--- src/rtl/prim_skidfifo.sv ---
// prim_skidfifo: DEPTH-entry first-word-fall-through elastic buffer.
// Upstream ready is registered-only (plus flush); downstream valid is masked
// by stall and flush. Flush and reset clear pointers and count, not storage.
module prim_skidfifo #(
  parameter int unsigned WIDTH           = 32,
  parameter int unsigned DEPTH           = 4,
  parameter bit          ZERO_ON_INVALID = 1'b0
) (
  input  logic                       clk,
  input  logic                       reset,
  input  logic                       flush_i,
  input  logic                       dstall_i,
  input  logic                       uvld_i,
  input  logic [WIDTH-1:0]           udat_i,
  output logic                       urdy_o,
  input  logic                       drdy_i,
  output logic                       dvld_o,
  output logic [WIDTH-1:0]           ddat_o,
  output logic [$clog2(DEPTH):0]     count_o
);

  localparam int unsigned AW = $clog2(DEPTH);
  localparam int unsigned CW = AW + 1;

  logic [WIDTH-1:0] mem_q [DEPTH];
  logic [AW-1:0]    wr_ptr_q, wr_ptr_d;
  logic [AW-1:0]    rd_ptr_q, rd_ptr_d;
  logic [CW-1:0]    count_q, count_d;
  logic             full, empty, ubeat, dbeat;

  assign full    = (count_q == CW'(DEPTH));
  assign empty   = (count_q == '0);
  assign urdy_o  = !full && !flush_i;
  assign dvld_o  = !empty && !dstall_i && !flush_i;
  assign ubeat   = uvld_i && urdy_o;
  assign dbeat   = dvld_o && drdy_i;
  assign count_o = count_q;

  // Next-state for pointers and occupancy; flush overrides any beat.
  always_comb begin
    wr_ptr_d = wr_ptr_q;
    rd_ptr_d = rd_ptr_q;
    count_d  = count_q;
    if (flush_i) begin
      wr_ptr_d = '0;
      rd_ptr_d = '0;
      count_d  = '0;
    end else begin
      if (ubeat) wr_ptr_d = wr_ptr_q + AW'(1);
      if (dbeat) rd_ptr_d = rd_ptr_q + AW'(1);
      if (ubeat && !dbeat)      count_d = count_q + CW'(1);
      else if (dbeat && !ubeat) count_d = count_q - CW'(1);
    end
  end

  // Control state register with asynchronous active-low reset.
  always_ff @(posedge clk or negedge reset) begin
    if (!reset) begin
      wr_ptr_q <= '0;
      rd_ptr_q <= '0;
      count_q  <= '0;
    end else begin
      wr_ptr_q <= wr_ptr_d;
      rd_ptr_q <= rd_ptr_d;
      count_q  <= count_d;
    end
  end

  // Storage array: written on accepted upstream beats, never reset.
  always_ff @(posedge clk) begin
    if (ubeat) mem_q[wr_ptr_q] <= udat_i;
  end

  // Head-of-queue output, optionally zeroed while not valid.
  always_comb begin
    ddat_o = mem_q[rd_ptr_q];
    if (ZERO_ON_INVALID && !dvld_o) ddat_o = '0;
  end

endmodule

--- config.mk ---
export PLATFORM = sky130hd
export DESIGN_NAME = prim_skidfifo
export DESIGN_NICKNAME = d
export VERILOG_FILES = /design/src/rtl/prim_skidfifo.sv
export SDC_FILE = /design/constraint.sdc
export NUM_CORES = 1
export LEC_CHECK = 0
export CAP_MARGIN = 10
export CORE_MARGIN = 2
export CORE_UTILIZATION = 54
export DETAILED_ROUTE_END_ITERATION = 10
export PLACE_DENSITY = 0.79
export SETUP_SLACK_MARGIN = 0.15
export SLEW_MARGIN = 0
export SYNTH_ARGS = -nofsm -noshare
export SYNTH_HDL_FRONTEND = slang
export SYNTH_SLANG_ARGS = --single-unit
--- constraint.sdc ---
create_clock -name clk -period 2.3 [get_ports clk]
set_input_delay 0.345 -clock clk [delete_from_list [all_inputs] [get_ports clk]]
set_output_delay 0.345 -clock clk [all_outputs]
set_load 0.01 [all_outputs]
== Yosys cells after proc, flatten, opt, wreduce, memory -nomap -nowiden ==
Memories as Yosys holds them, arrays and structs flattened.
Cells that the tools add are included.
Storage, ports and cells
  register bits: 7
  RAM bits: 128
  bits of input ports: 38
  memories: 1
  output and inout bits: 37
Memory list
  mem_q: depth 4, width 32, rd ports 1, clocked after memory_dff 0, write ports 1, line 25  | logic [WIDTH-1:0] mem_q [DEPTH];
Cells by class
  reduce and logical (&&, ||, !) cells: 17
  equal/unequal tests: 1
  muxes and demuxes: 9
  $add $sub $neg: 4
Operator list (count)
  2-to-1 mux 3 bit: 3
  2-to-1 mux 2 bit: 4
  logical AND 1 bit: 7
  zero test 1 bit: 6
  adder 2 x 1 -> 2 bit (second input constant): 2
  nonzero test 2 bit: 2
  adder 3 x 1 -> 3 bit (second input constant): 1
  == test 3 bit (second input constant): 1
  zero test 3 bit: 1
  nonzero test 3 bit: 1
  subtractor 3 x 1 -> 3 bit (second input constant): 1
  2-to-1 mux 1 bit: 2

== Depth between registers and ports, before layout ==
Gate-level depths: netlist of the first run.
  depth in word-level cells: 9
  gate-level depth with buffers: 8
  depth with buffers taken out: 7

== Worst setup path before layout of the first run ==
No wires, ideal clock.
  kind: in2reg
  start point: input flush_i
  end point: memory mem_q[1][0], enable pin
  data arrival time: 1.720 ns
  path slack: 0.188 ns
  data required time: 1.908 ns
  setup time: 0.392 ns
  stages: 4
  cell sequence: buf_2 nand2b_1 a21oi_2 and2_1
Between the ends
  word-level cells in the longest chain between the ends: 5
Ends and longest elaborated chain
  from (decl): line 11  | input logic flush_i,
  zero test 1 bit: line 33  | assign urdy_o = !full && !flush_i;
  logical AND 1 bit: line 33
  logical AND 1 bit: line 35  | assign ubeat = uvld_i && urdy_o;
  2-to-1 mux 1 bit: line 71  | if (ubeat) mem_q[wr_ptr_q] <= udat_i;
  2-to-1 mux 1 bit (not written as such): line 71
  to (decl): line 25
No other way between the ends.

== Final worst setup path of the first run ==
  start point: register rd_ptr_q[0]
  end point: output ddat_o[19]
Between the ends
  word-level cells in the longest chain between the ends: 1
Ends and longest elaborated chain
  from (decl): line 27  | logic [AW-1:0] rd_ptr_q, rd_ptr_d;
  from (signal assigned): line 64  | rd_ptr_q <= rd_ptr_d;
  memory (4 x 32 bit)
  to (decl): line 18  | output logic [WIDTH-1:0] ddat_o,
No other way between the ends.

==> results.ini, run 1 <==
[drt]
totalWireLength_um=9700
firstDrtPassIters=6
vias=2565
drc_errors=0
drtIter0Drc=79
drtAntennaViolNets=0
wl_per_cell_um=21.3
vias_per_cell=5.64

[worst_setup_path]
end_kind=output pin
reg2reg_slack_ns=0.32
rr_startpoint=count_o[0]
cpPeakStageDelay_ns=0.52
r2r_cells=8
critPathArrivalTime_ns=1.89
r2r_end=count_o[2]
critPathLaunchType=flop
crit_start=rd_ptr_q[0]
required_ns=1.96
cp_common_cell=buf_12
worstPathMaxFanout=6
path_cells=buf_12 > buf_12 > mux4_2 > buf_6
crit_slowest_cell=mux4_2
path_class=flop to output pin

[clocking]
cts_tree=built
htreeDepth=4
cts_buffers=17
path_clk_slew_ns=0.06
cts_max_path_buffers=2
root_buffer=clkbuf_8
clk-insertion-delay-late_ns=0.51
hold_buffers=0
cts_sinks=135

[power_and_ir_drop]
seq_power_share_pct=44.9
pwr-share-clk_pct=37.4
switching_share_pct=23.4
intPower_mw=5.12
irDropWorstVdd_mv=0.712
p_comb_share_pct=17.7
power.leakage_nw=2.40
p_per_area_nw_per_um2=955
p_switching_mw=1.56
totalPowerFinal_mw=6.68

[die]
initial_utilization_pct=55.6
rows=35
io_pins=75
die_y_um=101
dieArea_sq_um=10300
coreArea_sq_um=9200
die_w_um=101

[timing]
hold_ws_ns=0.102
rsz0062_at_grt=true
fmax_ghz=0.447
fin_crit_sh_pct=97.3
drv_slew=0
relSlewSlack_pct=77.7
final_period_minus_worst_setup_slack_ns=2.24
setup_viol=0
fin_ws_ns=0.0630
clock_skew_ns=0.00685
fin_setup_tns_ns=0
worstMarginPinSlew_ns=0.333
hold_violations=0

[synthesis]
synth_seq_cells=135
syn_avg_cell_area_sq_um=23.0
synth-async-reset-ratio_pct=5.19
syn_nets=265
ys.flop_type=edfxtp_1
ys_warn_count=0
synth_edf_count=128
synth_area_sq_um=5110
netlist_instances=222
seq_area_frac_synth_pct=78.6
synth.distinct_cells=27

[global_routing]
grt_pass1_vias=2767
busiest_layer=met2
gr-usage-met2_pct=34.9
antenna_found_initial=0
met3_usage_pct=7.38
overflow=0
grt_max_degree=28
gr-usage-met1_pct=25.1
grt_pass1_wl_um=14800
track_usage_pct=20.7

[placed_design]
place_congestion=0.750
dp.cells=411
port-buffer-count=74
dpl_worst_slack_ns=-0.126
dp_hpwl_um=5530

[layout]
nets=375
diodes=0
fillers=524
drive_above_1_share_pct=37.8
syn2layout_area_growth_pct=36.8
layout.cells.non_filler=455
multi_input_area_sq_um=1040
seq_area_sq_um=4030

[worst_hold_path]
hp-class=primary input to async pin

[run_status]
status=complete, no violations

[run]
maxCapViolCount=0

-- sequential cells by signal, indices dropped and copies added, names as in the netlist --
name / count
count_o: 3
mem_q: 128
wr_ptr_q: 2
rd_ptr_q: 2
-- metal layers --
metal	vias up	part of all wire (%)
met5	-	0
li1	1143	-
met1	1320	40
met2	90	53
met3	12	6.2
met4	0	1.2
-- power by group through the flow --
stage               Sequential (mW)  Combinational (mW)  Clock, mW
floorplan                      3.02               0.498          0
global route                   3.02                1.27       2.64
CTS                            2.99                1.14       2.53
finish                         3.00                1.18       2.50
global placement               3.02                1.02          0
detailed placement             3.03                1.04          0
-- cell families after synthesis --
| logic type | after synthesis | share of synthesized area (%) |
|---|---|---|
| compound gates | 9 | 1.22 |
| xor+xnor | 3 | 0.514 |
| fa+ha+maj | 5 | 1.37 |
| buf+inv | 14 | 1.32 |
| flops | 135 | 78.6 |
| mux | 35 | 14.7 |
| simple gates | 21 | 2.32 |
-- cell usage in the layout, fill, tap and decap left out, drive strengths merged, types with 3 or more instances in the layout --
cell / instances
mux2i: 3
xnor2: 3
clkdlybuf4s50: 41
mux4: 32
nor3: 3
clkinv: 7
ha: 4
buf: 59
nor2: 4
clkbuf: 18
and2: 4
nand2: 3
edfxtp: 128
dfrtp: 7
inv: 6
-- through the flow --
| stage | util, % | cell area [sq um] |
|---|---|---|
| after CTS | 75.1 | 6910 |
| after global routing | 76.1 | 7000 |
| after global placement | 66.9 | 6150 |
| after detailed placement | 66.9 | 6150 |
| after floorplan | - | 5110 |
| final | 76.1 | 7000 |
-- synth_stat cells, types with 2 or more instances --
library cell  count  area (sq um)
mux2i_1           3          30.0
and3b_1           2          17.5
xnor2_1           3          26.3
dfrtp_1           7           175
o21ai_0           2          10.0
edfxtp_1        128          3840
and2_1            4          25.0
nor3_1            3          15.0
inv_1             4          15.0
nand2b_1          2          12.5
buf_2             6          30.0
mux4_2           32           721
or2b_1            2          15.0
clkbuf_1          3          11.3
ha_1              4          50.1
nand2_1           3          11.3
nor2_1            4          15.0
-- worst max path at each step --
stage,slack [ns],endpoint
6_report,0.06,ddat_o[19]
3_5_place_dp,-0.13,count_o[2]
2_1_floorplan,0.19,mem_q[1][0]
3_3_place_gp,-0.02,count_o[2]
4_1_cts,0.03,ddat_o[19]
5_1_grt,-0.02,ddat_o[19]
-- critical path, delay by kind of cell, from the launching register on --
family                 cells  cell delay, ns
buffers and inverters      3            0.42
muxes                      1            0.52
DFF                        1            0.45
-- final cells by class --
type / count / share of cell area [%]
Clock buffer: 18 / 5.97
Clock inverter: 13 / 1.88
Inverter: 4 / 0.215
Multi-Input combinational cell: 73 / 14.9
Sequential cell: 135 / 57.5
Tap cell: 111 / 1.99
Timing Repair Buffer: 101 / 17.5
-- timing repair --
item / in CTS / in global routing
pin swaps: 0 / 0
setup buffers: 9 / 0
endpoints found under the setup margin: 32 / 34
resized for setup: 161 / 18
cloned: 4 / 0
No activity file was read; power rests on OpenSTA's default activity.
==> inputs of run 2 (changes only) <==
Settings changed: CORE_MARGIN 2 to default, CTS_CLUSTER_DIAMETER from default to 150.
Clock period 2.3 ns to 2.08 ns, I/O delays scaled along.
==> run 2 against run 1 <==
Net effect:
- non-clock buffer count down 1
- highest routed layer unchanged
- clock skew up 0.0028 ns
- die area down 3.9%
- the flow now finishes with violations (setup timing)
- critical path depth unchanged
- clock power up 22%
- critical endpoint is now ddat_o[30]
- utilization down 0.27 points
- first-iteration DRC count up 110%
- total power up 15%
- wire length up 8.5%
- cell count unchanged
- cell area down 0.36%
- global-route usage up 2.2 points
==> results.ini, run 2 (synthesis results as in run 1) <==
[worst_setup_path]
reg2reg_slack_ns=0.16  ; -0.16 ns
required_ns=1.77  ; -0.19 ns
critPathArrivalTime_ns=1.91  ; +0.02 ns
critPathLaunchType=flop
crit_path_end=ddat_o[30]
crit_start=rd_ptr_q[0]
r2r_end=count_o[2]
rr_startpoint=count_o[1]
path_class=flop to output pin
worstPathMaxFanout=8  ; +2
r2r_cells=7  ; -1
end_kind=output pin

[layout]
syn2layout_area_growth_pct=36.3
nets=374  ; -0.27%
mostFrequentLayoutCells=edfxtp_1, clkdlybuf4s50_1, mux4_2
largest_reg_flops=128  ; unchanged
diodes=0  ; unchanged
final_util_pct=75.8  ; -0.27 points
final_common_cell=edfxtp_1
largest_register=mem_q
drive_above_1_share_pct=39.5  ; +1.7 points
fillers=505  ; -3.6%

[timing]
fin_ws_ns=-0.145  ; -0.208 ns
drv_slew=0  ; unchanged
setup_viol=32  ; +32
relSlewSlack_pct=76.4  ; -1.3 points
hold_ws_ns=0.0651  ; -0.0371 ns
fin_setup_tns_ns=-3.21  ; -3.21 ns
worstMarginPinSlew_ns=0.352  ; +0.0188 ns
clock_skew_ns=0.00962  ; +0.00277 ns
hold_violations=0  ; unchanged
fin_crit_sh_pct=107
fmax_ghz=0.450
final_period_minus_worst_setup_slack_ns=2.22
rsz0062_at_grt=true

[die]
io_pins=75  ; unchanged
coreArea_sq_um=9200  ; unchanged
dieArea_sq_um=9870  ; -3.9%
rows=35  ; unchanged
initial_utilization_pct=55.6  ; unchanged
die_w_um=99.3  ; -2.0%
die_y_um=99.3  ; -2.0%

[power_and_ir_drop]
irDropWorstVdd_mv=0.646  ; -9.3%
power.leakage_nw=2.39  ; -0.34%
totalPowerFinal_mw=7.69  ; +15%
p_per_area_nw_per_um2=1100  ; +15%

[clocking]
cts_tree=built
root_buffer=clkbuf_8
cts_buffers=17  ; unchanged
path_clk_slew_ns=0.06  ; about the same
htreeDepth=4  ; unchanged
cts_sinks=135  ; unchanged
clk-insertion-delay-late_ns=0.52  ; about the same
hold_buffers=0  ; unchanged
cts_max_path_buffers=2  ; unchanged

[drt]
totalWireLength_um=10500  ; +8.5%
drc_errors=0  ; unchanged
firstDrtPassIters=4  ; -2
drtAntennaViolNets=0  ; unchanged
vias=2587  ; +0.86%
drtIter0Drc=162  ; +110%
wl_per_cell_um=23.1  ; +8.5%
vias_per_cell=5.69  ; +0.86%

[placed_design]
dp_hpwl_um=5350  ; -3.3%
place_congestion=0.755  ; +0.60%
dpl_worst_slack_ns=-0.233  ; -0.106 ns
port-buffer-count=74  ; unchanged

[global_routing]
grt_pass1_wl_um=15600  ; +5.3%
antenna_found_initial=0  ; unchanged
grt_pass1_vias=2839  ; +2.6%
overflow=0  ; unchanged
grt_max_degree=33  ; +18%
track_usage_pct=22.9  ; +2.2 points

[run_status]
status=finished with violations
violations=setup timing

[run]
maxCapViolCount=0  ; unchanged

[worst_hold_path]
hp-class=primary input to async pin

-- run 2: changes by cell type in the layout (fill, tap and decap cells not counted), moves of 2 or more --
cell      change
buf_16        -2
buf_2         +8
clkinv_1      -3
buf_4         +3
buf_6        -12
inv_6         +5
-- run 2: metal layers --
metal / track usage, % / up-vias / part of all wire (%)
met1: 29.7 / 1325 / 40
met4: 9.05 / 0 / 1.5
met5: 0 / - / 0
li1: - / 1137 / -
met3: 5.97 / 10 / 5.7
met2: 37.6 / 115 / 53
-- run 2: cell type report --
type | count | area, sq um | area share [%]
flip-flops and latches | 135 | 4020 | 57.7
clock inverters | 15 | 190 | 2.73
repair buffers | 100 | 1130 | 16.3
multi-input cells | 73 | 1050 | 15.1
inverters | 4 | 15.0 | 0.215
clock buffers | 17 | 414 | 5.94
well taps | 111 | 139 | 1.99
-- run 2: how the worst min path moves through the flow --
stage               startpoint     endpoint  slack, ns
finish                   reset   count_o[0]       0.07
global route             reset  wr_ptr_q[1]       0.07
CTS                      reset  rd_ptr_q[1]       0.05
detailed placement  count_o[0]   count_o[0]       0.55
global placement    count_o[0]   count_o[0]       0.53
floorplan                reset   count_o[0]       0.02
-- run 2: critical path: stages, from the launching register on --
cell and delay, ns:
dfrtp_2 0.43, buf_4 0.16, buf_16 0.14, mux4_2 0.53
buf_6 0.15
-- run 2: what timing repair did --
item                                    in CTS  in global routing
pin swaps                                    1                  0
cloned                                       2                  1
setup buffers                                6                  0
endpoints found under the setup margin      34                 34
gates resized for setup                    153                 12
-- run 2: where the power goes --
group,leakage (nW),internal (mW),total (mW),switching (mW)
Combinational,0.851,0.751,1.34,0.586
Sequential,1.25,3.21,3.32,0.110
Clock,0.295,1.86,3.04,1.18
Total,2.39,5.81,7.69,1.88
-- run 2: metrics by stage --
step	cells	cell area, sq um
2_1_floorplan	222	5130
3_3_place_gp	414	6210
3_5_place_dp	414	6210
4_1_cts	454	6900
5_1_grt	455	6970
6_report	455	6970
==> inputs of run 3 (changes only) <==
Settings changed: CTS_CLUSTER_DIAMETER 150 to default.
==> results of run 3 <==
Final layout, timing and power as in run 2 (identical DEF).
